## config.mk

```make
export PLATFORM = sky130hd
export DESIGN_NAME = spi_reg_if
export DESIGN_NICKNAME = d
export VERILOG_FILES = /design/src/rtl/spi_reg_if.sv
export SDC_FILE = /design/constraint.sdc
export NUM_CORES = 1
export LEC_CHECK = 0
export ABC_CLOCK_PERIOD_IN_PS = 1850
export CAP_MARGIN = 20
export CORE_MARGIN = 2
export CORE_UTILIZATION = 41
export CTS_BUF_LIST = sky130_fd_sc_hd__clkbuf_4
export CTS_CLUSTER_SIZE = 40
export DETAILED_ROUTE_END_ITERATION = 12
export GPL_ROUTABILITY_DRIVEN = 0
export PLACE_DENSITY = 0.64
export SLEW_MARGIN = 5
export SYNTH_ARGS = -nofsm -noshare
export SYNTH_HDL_FRONTEND = slang
export SYNTH_SLANG_ARGS = --single-unit
export TNS_END_PERCENT = 100
```

## constraint.sdc

```tcl
create_clock -name sys_clk_i -period 1.85 [get_ports sys_clk_i]
set_input_delay 0.37 -clock sys_clk_i [delete_from_list [all_inputs] [get_ports sys_clk_i]]
set_output_delay 0.37 -clock sys_clk_i [all_outputs]
set_load 0.01 [all_outputs]
```

## src/rtl/spi_reg_if.sv

```systemverilog
// SPI mode-0 slave bridging an external master to the register file: pins are oversampled on
// sys_clk_i, an 8-bit command selects read/write, and burst words produce single-cycle strobes.
module spi_reg_if #(
    parameter int unsigned ADDR_WIDTH  = 6,
    parameter int unsigned DATA_WIDTH  = 16,
    parameter int unsigned SYNC_STAGES = 2
) (
    input  logic                  sys_clk_i,
    input  logic                  sys_rst_i,
    input  logic                  int_clk_i,
    input  logic                  int_mosi_i,
    input  logic                  int_cs_i,
    output logic                  int_miso_o,
    output logic                  int_re_o,
    output logic                  int_we_o,
    output logic [ADDR_WIDTH-1:0] int_addr_o,
    output logic [DATA_WIDTH-1:0] int_data_o,
    input  logic [DATA_WIDTH-1:0] int_data_i,
    output logic                  int_frame_err_o
);

    localparam int unsigned CntW = $clog2(DATA_WIDTH);
    localparam int unsigned SetW = $clog2(SYNC_STAGES + 2);

    typedef enum logic [1:0] {StIdle, StCmd, StWrData, StRdData} state_e;

    state_e                  state_q, state_d;
    logic [SYNC_STAGES-1:0]  sclk_sync_q, cs_sync_q, mosi_sync_q;
    logic                    sclk_prev_q, cs_prev_q;
    logic [SetW-1:0]         settle_q, settle_d;
    logic                    armed_q, armed_d;
    logic [CntW-1:0]         cnt_q, cnt_d;
    logic [DATA_WIDTH-2:0]   rx_q, rx_d;
    logic [DATA_WIDTH-1:0]   tx_q, tx_d;
    logic [ADDR_WIDTH-1:0]   addr_q, addr_d, addr_out_q, addr_out_d;
    logic [DATA_WIDTH-1:0]   data_out_q, data_out_d;
    logic                    inc_q, inc_d;
    logic                    re_q, re_d, we_q, we_d, err_q, err_d, miso_q, miso_d, ld_q;

    logic sclk_s, cs_s, mosi_s, settled;
    logic sclk_rise, sclk_fall, cs_rise, cs_fall;
    logic [ADDR_WIDTH-1:0] cmd_addr;

    assign sclk_s    = sclk_sync_q[SYNC_STAGES-1];
    assign cs_s      = cs_sync_q[SYNC_STAGES-1];
    assign mosi_s    = mosi_sync_q[SYNC_STAGES-1];
    assign sclk_rise = sclk_s & ~sclk_prev_q;
    assign sclk_fall = ~sclk_s & sclk_prev_q;
    assign cs_rise   = cs_s & ~cs_prev_q;
    // A frame already in progress at reset release must not look like a fresh CS fall.
    assign cs_fall   = ~cs_s & cs_prev_q & armed_q;
    assign settled   = (settle_q == SetW'(SYNC_STAGES + 1));
    assign settle_d  = settled ? settle_q : settle_q + SetW'(1);
    assign armed_d   = armed_q | (settled & cs_s & cs_prev_q);
    assign cmd_addr  = ADDR_WIDTH'({rx_q[6:0], mosi_s});

    always_ff @(posedge sys_clk_i or negedge sys_rst_i) begin
        if (!sys_rst_i) begin
            sclk_sync_q <= '0;
            cs_sync_q   <= '1;
            mosi_sync_q <= '0;
            sclk_prev_q <= 1'b0;
            cs_prev_q   <= 1'b1;
            settle_q    <= '0;
            armed_q     <= 1'b0;
        end else begin
            sclk_sync_q <= {sclk_sync_q[SYNC_STAGES-2:0], int_clk_i};
            cs_sync_q   <= {cs_sync_q[SYNC_STAGES-2:0], int_cs_i};
            mosi_sync_q <= {mosi_sync_q[SYNC_STAGES-2:0], int_mosi_i};
            sclk_prev_q <= sclk_s;
            cs_prev_q   <= cs_s;
            settle_q    <= settle_d;
            armed_q     <= armed_d;
        end
    end

    always_ff @(posedge sys_clk_i or negedge sys_rst_i) begin
        if (!sys_rst_i) state_q <= StIdle;
        else            state_q <= state_d;
    end

    always_comb begin
        state_d = state_q;
        if (cs_rise) begin
            state_d = StIdle;
        end else if (cs_fall) begin
            state_d = StCmd;
        end else if (state_q == StCmd && sclk_rise && cnt_q == CntW'(7)) begin
            state_d = rx_q[6] ? StWrData : StRdData;
        end
    end

    always_comb begin
        cnt_d      = cnt_q;
        rx_d       = rx_q;
        tx_d       = ld_q ? int_data_i : tx_q;
        addr_d     = addr_q;
        addr_out_d = addr_out_q;
        data_out_d = data_out_q;
        inc_d      = inc_q;
        miso_d     = miso_q;
        re_d       = 1'b0;
        we_d       = 1'b0;
        err_d      = 1'b0;
        if (cs_rise) begin
            err_d  = (state_q != StIdle) && (cnt_q != '0);
            cnt_d  = '0;
            rx_d   = '0;
            tx_d   = '0;
            miso_d = 1'b0;
        end else if (cs_fall) begin
            cnt_d  = '0;
            rx_d   = '0;
            tx_d   = '0;
            miso_d = 1'b0;
        end else begin
            case (state_q)
                StCmd: begin
                    if (sclk_rise) begin
                        if (cnt_q == CntW'(7)) begin
                            cnt_d  = '0;
                            rx_d   = '0;
                            inc_d  = rx_q[5];
                            addr_d = cmd_addr;
                            if (!rx_q[6]) begin
                                re_d       = 1'b1;
                                addr_out_d = cmd_addr;
                                addr_d     = cmd_addr + ADDR_WIDTH'(rx_q[5]);
                            end
                        end else begin
                            cnt_d = cnt_q + CntW'(1);
                            rx_d  = {rx_q[DATA_WIDTH-3:0], mosi_s};
                        end
                    end
                end
                StWrData: begin
                    if (sclk_rise) begin
                        if (cnt_q == CntW'(DATA_WIDTH - 1)) begin
                            cnt_d      = '0;
                            rx_d       = '0;
                            we_d       = 1'b1;
                            data_out_d = {rx_q, mosi_s};
                            addr_out_d = addr_q;
                            addr_d     = addr_q + ADDR_WIDTH'(inc_q);
                        end else begin
                            cnt_d = cnt_q + CntW'(1);
                            rx_d  = {rx_q[DATA_WIDTH-3:0], mosi_s};
                        end
                    end
                end
                StRdData: begin
                    if (sclk_rise) begin
                        if (cnt_q == CntW'(DATA_WIDTH - 1)) begin
                            // Prefetch the next burst word so it is loaded before the next fall.
                            cnt_d      = '0;
                            re_d       = 1'b1;
                            addr_out_d = addr_q;
                            addr_d     = addr_q + ADDR_WIDTH'(inc_q);
                        end else begin
                            cnt_d = cnt_q + CntW'(1);
                        end
                    end else if (sclk_fall) begin
                        miso_d = tx_q[DATA_WIDTH-1];
                        tx_d   = {tx_q[DATA_WIDTH-2:0], 1'b0};
                    end
                end
                default: ;
            endcase
        end
    end

    always_ff @(posedge sys_clk_i or negedge sys_rst_i) begin
        if (!sys_rst_i) begin
            cnt_q      <= '0;
            rx_q       <= '0;
            tx_q       <= '0;
            addr_q     <= '0;
            addr_out_q <= '0;
            data_out_q <= '0;
            inc_q      <= 1'b0;
            miso_q     <= 1'b0;
            re_q       <= 1'b0;
            we_q       <= 1'b0;
            err_q      <= 1'b0;
            ld_q       <= 1'b0;
        end else begin
            cnt_q      <= cnt_d;
            rx_q       <= rx_d;
            tx_q       <= tx_d;
            addr_q     <= addr_d;
            addr_out_q <= addr_out_d;
            data_out_q <= data_out_d;
            inc_q      <= inc_d;
            miso_q     <= miso_d;
            re_q       <= re_d;
            we_q       <= we_d;
            err_q      <= err_d;
            ld_q       <= re_q;
        end
    end

    assign int_miso_o      = miso_q;
    assign int_re_o        = re_q;
    assign int_we_o        = we_q;
    assign int_addr_o      = addr_out_q;
    assign int_data_o      = data_out_q;
    assign int_frame_err_o = err_q;

endmodule
```

# --- Yosys cells after proc, flatten, opt, wreduce, memory -nomap -nowiden ---
# Cells that the tools add are included.
word_totals:
  ff_bits: 82
  word_cells: 125
  out_inout_bits: 26
classes:
  add_sub_neg: 4
  reduce_logical: 19
  muxes: 53
  n_eq_ne: 15
  bitwise: 14
op_table:
  columns: ["operator", "count"]
  rows:
  - ["$mux W16", 6]
  - ["$mux W15", 6]
  - ["$mux W6", 10]
  - ["$pmux W15 S2", 1]
  - ["$mux W4", 6]
  - ["$pmux W6 S2", 2]
  - ["$mux W1", 17]
  - ["$add A6 B1 Y6", 2]
  - ["$reduce_bool A4 Y1", 3]
  - ["$reduce_and A5 Y1", 2]
  - ["$reduce_and A3 Y1", 3]
  - ["$reduce_bool A3 Y1", 3]
  - ["$ne A4 B4 Y1 const B", 2]
  - ["$pmux W4 S2", 1]
  - ["$reduce_and A8 Y1", 1]
  - ["$and A1 B1 Y1", 7]
  - ["$reduce_and A7 Y1", 1]
  - ["$eq A2 B2 Y1 const B", 3]
  - ["$mux W2", 3]
  - ["$ne A2 B1 Y1 const B", 3]
  - ["$not A1 Y1", 6]
  - ["$add A4 B1 Y4 const B", 1]
  - ["$eq A4 B3 Y1 const B", 1]
  - ["$eq A4 B4 Y1 const B", 1]
  - ["10 further kinds", 14]

# --- Depth between registers and ports, before layout ---
logic_depth:
  word_depth: 7
  depth_mapped: 8
  ltp_nobuf: 6

# --- Least setup slack after synthesis ---
# Ideal clock, no wire load.
synth_timing:
  path_kind: "flip-flop to flip-flop"
  startpoint: "register state_q[0]"
  endpoint: "register addr_out_q[0], in the netlist int_addr_o[0]"
  path_slack_ns: -0.146
  arrival_time_ns: 1.872
  stages_incl_launch_ff: 7
  period_less_slack_ns: 1.996
  setup_ns: 0.125
  path_cell_list: "dfrtp_1 -> inv_1 -> ha_1 -> nor3_1 -> nand3_2 -> a211oi_4 -> mux2_2"
synth_between:
  elab_chain_cells: 4
  elab_cells_between_ends: 12
  cone_classes: "eq/ne (8); mux (1); reduce/logical (3)"
synth_lines:
  columns: ["item", "line", "text"]
  rows:
  - ["start, declared", "27", "state_e state_q, state_d;"]
  - ["start signal, assigned", "78", "if (!sys_rst_i) state_q <= StIdle;"]
  - ["start signal, assigned", "79", "else state_q <= state_d;"]
  - ["$eq A2 B2 Y1", "117", "case (state_q)"]
  - ["$reduce_or A2 Y1 (no source line)", null, null]
  - ["$ne A2 B1 Y1 (no source line) / $reduce_bool A2 Y1 (equally long branches)", null, null]
  - ["$reduce_and A8 Y1 (no source line)", null, null]
  - ["end signal, assigned", "191", "addr_out_q <= addr_out_d;"]
  - ["end, declared", "35", "logic [ADDR_WIDTH-1:0] addr_q, addr_d, addr_out_q, addr_out_d;"]
# Parallel ways exist; a longest one is shown, timed or not.
# A chain may end at the register's enable or synchronous reset.

# --- Worst setup path in the final report ---
layout_timing:
  startpoint: "register cnt_q[1]"
  endpoint: "register addr_q[0]"
layout_between:
  elab_chain_cells: 3
  elab_cells_between_ends: 5
  cone_classes: "eq/ne (4); reduce/logical (1)"
layout_lines:
  columns: ["item", "line", "text"]
  rows:
  - ["start, declared", "32", "logic [CntW-1:0] cnt_q, cnt_d;"]
  - ["start signal, assigned", "187", "cnt_q <= cnt_d;"]
  - ["$eq A4 B3 Y1 / $eq A4 B4 Y1 (equally long branches)", "120, 138, 153", null]
  - ["$ne A2 B1 Y1 (no source line)", null, null]
  - ["$reduce_and A7 Y1 (no source line) *", null, null]
  - ["end signal, assigned", "190", "addr_q <= addr_d;"]
  - ["end, declared", "35", null]
# Mark *: on every way between the ends. The rest lies on a longest branch, timed or not.

==> results.py <==
metrics = {
    "sta": {
        "setup_viol": 0,
        "period_needed_ps": 1840,
        "period_share_pct": 99.6,
        "fin_worst_skew_ps": 25.6,
        "final_hold_viol_count": 0,
        "holdWs_ps": 330,
        "maxSlewHeadroom_pct": 77.0,
        "max_freq_mhz": 543,
        "setup_ws_ps": 7.76,
        "worst_pin_slew_ps": 345,
        "rsz0062_at_grt": "yes",
        "slew_viol_final": 0,
    },
    "grt": {
        "grt_max_degree": 34,
        "grt_overflow": 0,
        "first_global_vias": 2624,
        "grt_pass1_wl_mm": 12.7,
        "antenna_found_initial": 0,
        "grt_use_total_pct": 15.9,
    },
    "run": {
        "cap_violations": 0,
    },
    "routing": {
        "post-route-drc-count": 0,
        "wl_per_cell_um": 14.5,
        "wl_mm": 7.43,
        "final_antenna_net_count": 0,
        "route.vias.total": 2693,
        "firstDrtPassIters": 4,
        "drt_iter0_markers": 107,
        "via_per_inst": 5.24,
    },
    "cts": {
        "root_buffer": "clkbuf_4",
        "cts_tree": "built",
        "numCtsBuffers": 9,
        "clk_path_buf_depth": 2,
        "htree_num_levels": 3,
        "clock_sinks": 82,
        "cts.clk_slew.worst_paths_ps": 130,
        "insertion_delay_ps": 440,
    },
    "placement": {
        "hpwl_mm": 5.22,
        "port_buffers": 46,
        "dp_slack_ps": -180,
    },
    "floorplanning": {
        "start_util_pct": 41.8,
        "die_area_mm2": 0.0101,
        "die_w_um": 100,
        "boundaryPins": 47,
        "core-area_mm2": 0.00911,
        "die_h_um": 100,
        "fp-row-count": 35,
    },
    "synthesis": {
        "synth_edf_count": 0,
        "ys_ff_latch": 82,
        "async_reset_ff_share_pct": 100,
        "synth_cell_types": 48,
        "ys_warn_count": 0,
        "syn_nets": 354,
        "synth-main-ff-cell": "dfrtp_1",
        "avgSynthCellArea_um2": 11.8,
        "synthesis.area_mm2": 0.00381,
        "syn_inst": 322,
        "yosysSeqAreaShare_pct": 54.0,
    },
    "setup_path": {
        "r2r_setup_slack_ps": 8,
        "cp_data_arrival_time_ps": 2180,
        "critical_path_class": "flop to flop",
        "rr_startpoint": "cnt_q[1]",
        "r2r_cells": 6,
        "critPathMaxFanout": 6,
        "worstPathRequired_ps": 2180,
        "end_kind": "flop",
        "crit_path_start": "cnt_q[1]",
        "startpoint_type": "flop",
        "rr_endpoint": "addr_q[0]",
        "endpoint": "addr_q[0]",
    },
    "power_and_ir_drop": {
        "leakage_nw": 2.17,
        "vdd_drop_max_v": 0.000272,
        "power_density_mw_per_mm2": 677,
    },
    "status": {
        "outcome": "finished, final reports clean",
    },
    "final_layout": {
        "diodes": 0,
        "drive_above_1_share_pct": 25.8,
        "area_growth_pct": 27.8,
        "nets": 430,
    },
    "worst_hold_path": {
        "hold_depth": 1,
        "hp-class": "input pin to flop",
    },
}
logic make-up (layout without fill, tap and decap cells):
kind of cell / Yosys count / after routing / synth area share, %
buf+inv: 27 / 108 / 3.42
compound gates: 63 / 63 / 12.7
mux: 47 / 47 / 13.2
flops: 82 / 82 / 54.0
simple gates: 85 / 85 / 11.5
xor+xnor: 7 / 7 / 1.61
fa+ha+maj: 11 / 11 / 3.61
worst max-delay path, cell delays in order (launching register included):
cell,delay (ps)
dfrtp_1,420
ha_4,140
and4b_2,300
buf_4,160
nand2_1,70
a211o_4,370
mux2_2,280
flip-flops by register name, summed over array words and instances, names as in the netlist:
name,count
addr_q,6
settle_q,2
tx_q,16
int_miso_o,1
armed_q,1
int_we_o,1
mosi_sync_q,2
ld_q,1
int_frame_err_o,1
sclk_prev_q,1
state_q,2
sclk_sync_q,2
cnt_q,4
inc_q,1
rx_q,15
cs_prev_q,1
int_data_o,16
cs_sync_q,2
int_re_o,1
int_addr_o,6
report_power, final:
part / leakage, nW / total, mW / internal (mW) / switching [mW]
sequential: 1.09 / 1.93 / 1.87 / 0.0664
combinational: 1.02 / 0.413 / 0.216 / 0.197
clock: 0.0623 / 0.949 / 0.288 / 0.662
synthesized netlist by cell type (all sizes together) (2+ instances only):
cell / count / share of area, %
nor2: 26 / 2.8
nor2b: 4 / 0.66
inv: 7 / 0.69
a22o: 15 / 3.4
buf: 13 / 2.0
nand2b: 2 / 0.33
dfrtp: 79 / 52
mux2i: 21 / 5.5
ha: 11 / 3.6
and3: 7 / 1.1
a211oi: 22 / 4.7
nor3b: 2 / 0.39
nand2: 23 / 2.3
clkbuf: 7 / 0.69
xnor2: 3 / 0.69
o21ai: 8 / 1.1
nor3: 4 / 0.66
dfstp: 3 / 2.1
nand4: 2 / 0.33
o22a: 3 / 0.69
xor2: 4 / 0.92
nand3: 4 / 0.66
a21oi: 6 / 0.89
a22oi: 2 / 0.39
mux2: 26 / 7.7
nand4b: 4 / 0.92
nand3b: 2 / 0.39
layout make-up:
class,count,area (um2)
Fill cell,802,4240
Clock inverter,7,52.6
Timing Repair Buffer,85,807
Inverter,7,26.3
Multi-Input combinational cell,213,1720
Clock buffer,9,67.6
Sequential cell,82,2060
Tap cell,111,139
metal layers:
layer  routed length (um)  track usage [%]  share of wire, %  up-vias
li1                     -                -                 -     1322
met1                 3610             22.8                49     1321
met2                 3500             23.8                47       39
met3                  202             3.27               2.7       11
met4                  121             5.80               1.6        0
met5                    0                0                 0        -
stage by stage:
stage | power, mW | area [um2] | instances | utilization, % | TNS, ps
final | 3.29 | 4870 | 514 | 53.4 | 0
after global routing | 3.46 | 4870 | 514 | 53.4 | -600
after detailed placement | 2.35 | 4620 | 493 | 50.7 | -2900
after CTS | 3.32 | 4830 | 511 | 53.0 | 0
after global placement | 2.34 | 4620 | 493 | 50.7 | -2110
after floorplan | 2.13 | 3840 | 322 | - | -79.6
layout by cell type (no fill, tap or decap), types with 4 or more instances in the layout:
master | synthesis | routed
a211oi_1 | 21 | 21
a21oi_1 | 5 | 4
a22o_1 | 15 | 15
and3_1 | 7 | 7
buf_12 | 0 | 4
buf_4 | 1 | 34
clkbuf_4 | 0 | 9
clkdlybuf4s50_1 | 0 | 45
dfrtp_1 | 79 | 77
ha_1 | 11 | 7
inv_1 | 7 | 6
mux2_2 | 26 | 26
mux2i_1 | 21 | 21
nand2_1 | 23 | 23
nand4b_1 | 4 | 4
nor2_1 | 25 | 25
o21ai_0 | 7 | 6
xor2_1 | 4 | 4
repair_timing:
| item | in CTS | in global routing |
|---|---|---|
| hold endpoints to repair | 21 | 0 |
| gates resized for setup | 15 | 2 |
| setup buffers | 1 | 3 |
| pin swaps | 1 | 6 |
| hold buffers | 1 | 0 |
| setup endpoints to repair | 27 | 31 |
worst min-delay path by stage:
stage | from | to | slack [ps]
detailed placement | sys_rst_i | int_we_o | 300
CTS | int_cs_i | cs_sync_q[0] | 310
floorplan | sys_rst_i | addr_q[0] | 70
global placement | sys_rst_i | int_we_o | 300
global route | int_cs_i | cs_sync_q[0] | 320
finish | int_cs_i | cs_sync_q[0] | 330
No activity file was read; power rests on OpenSTA's default activity.
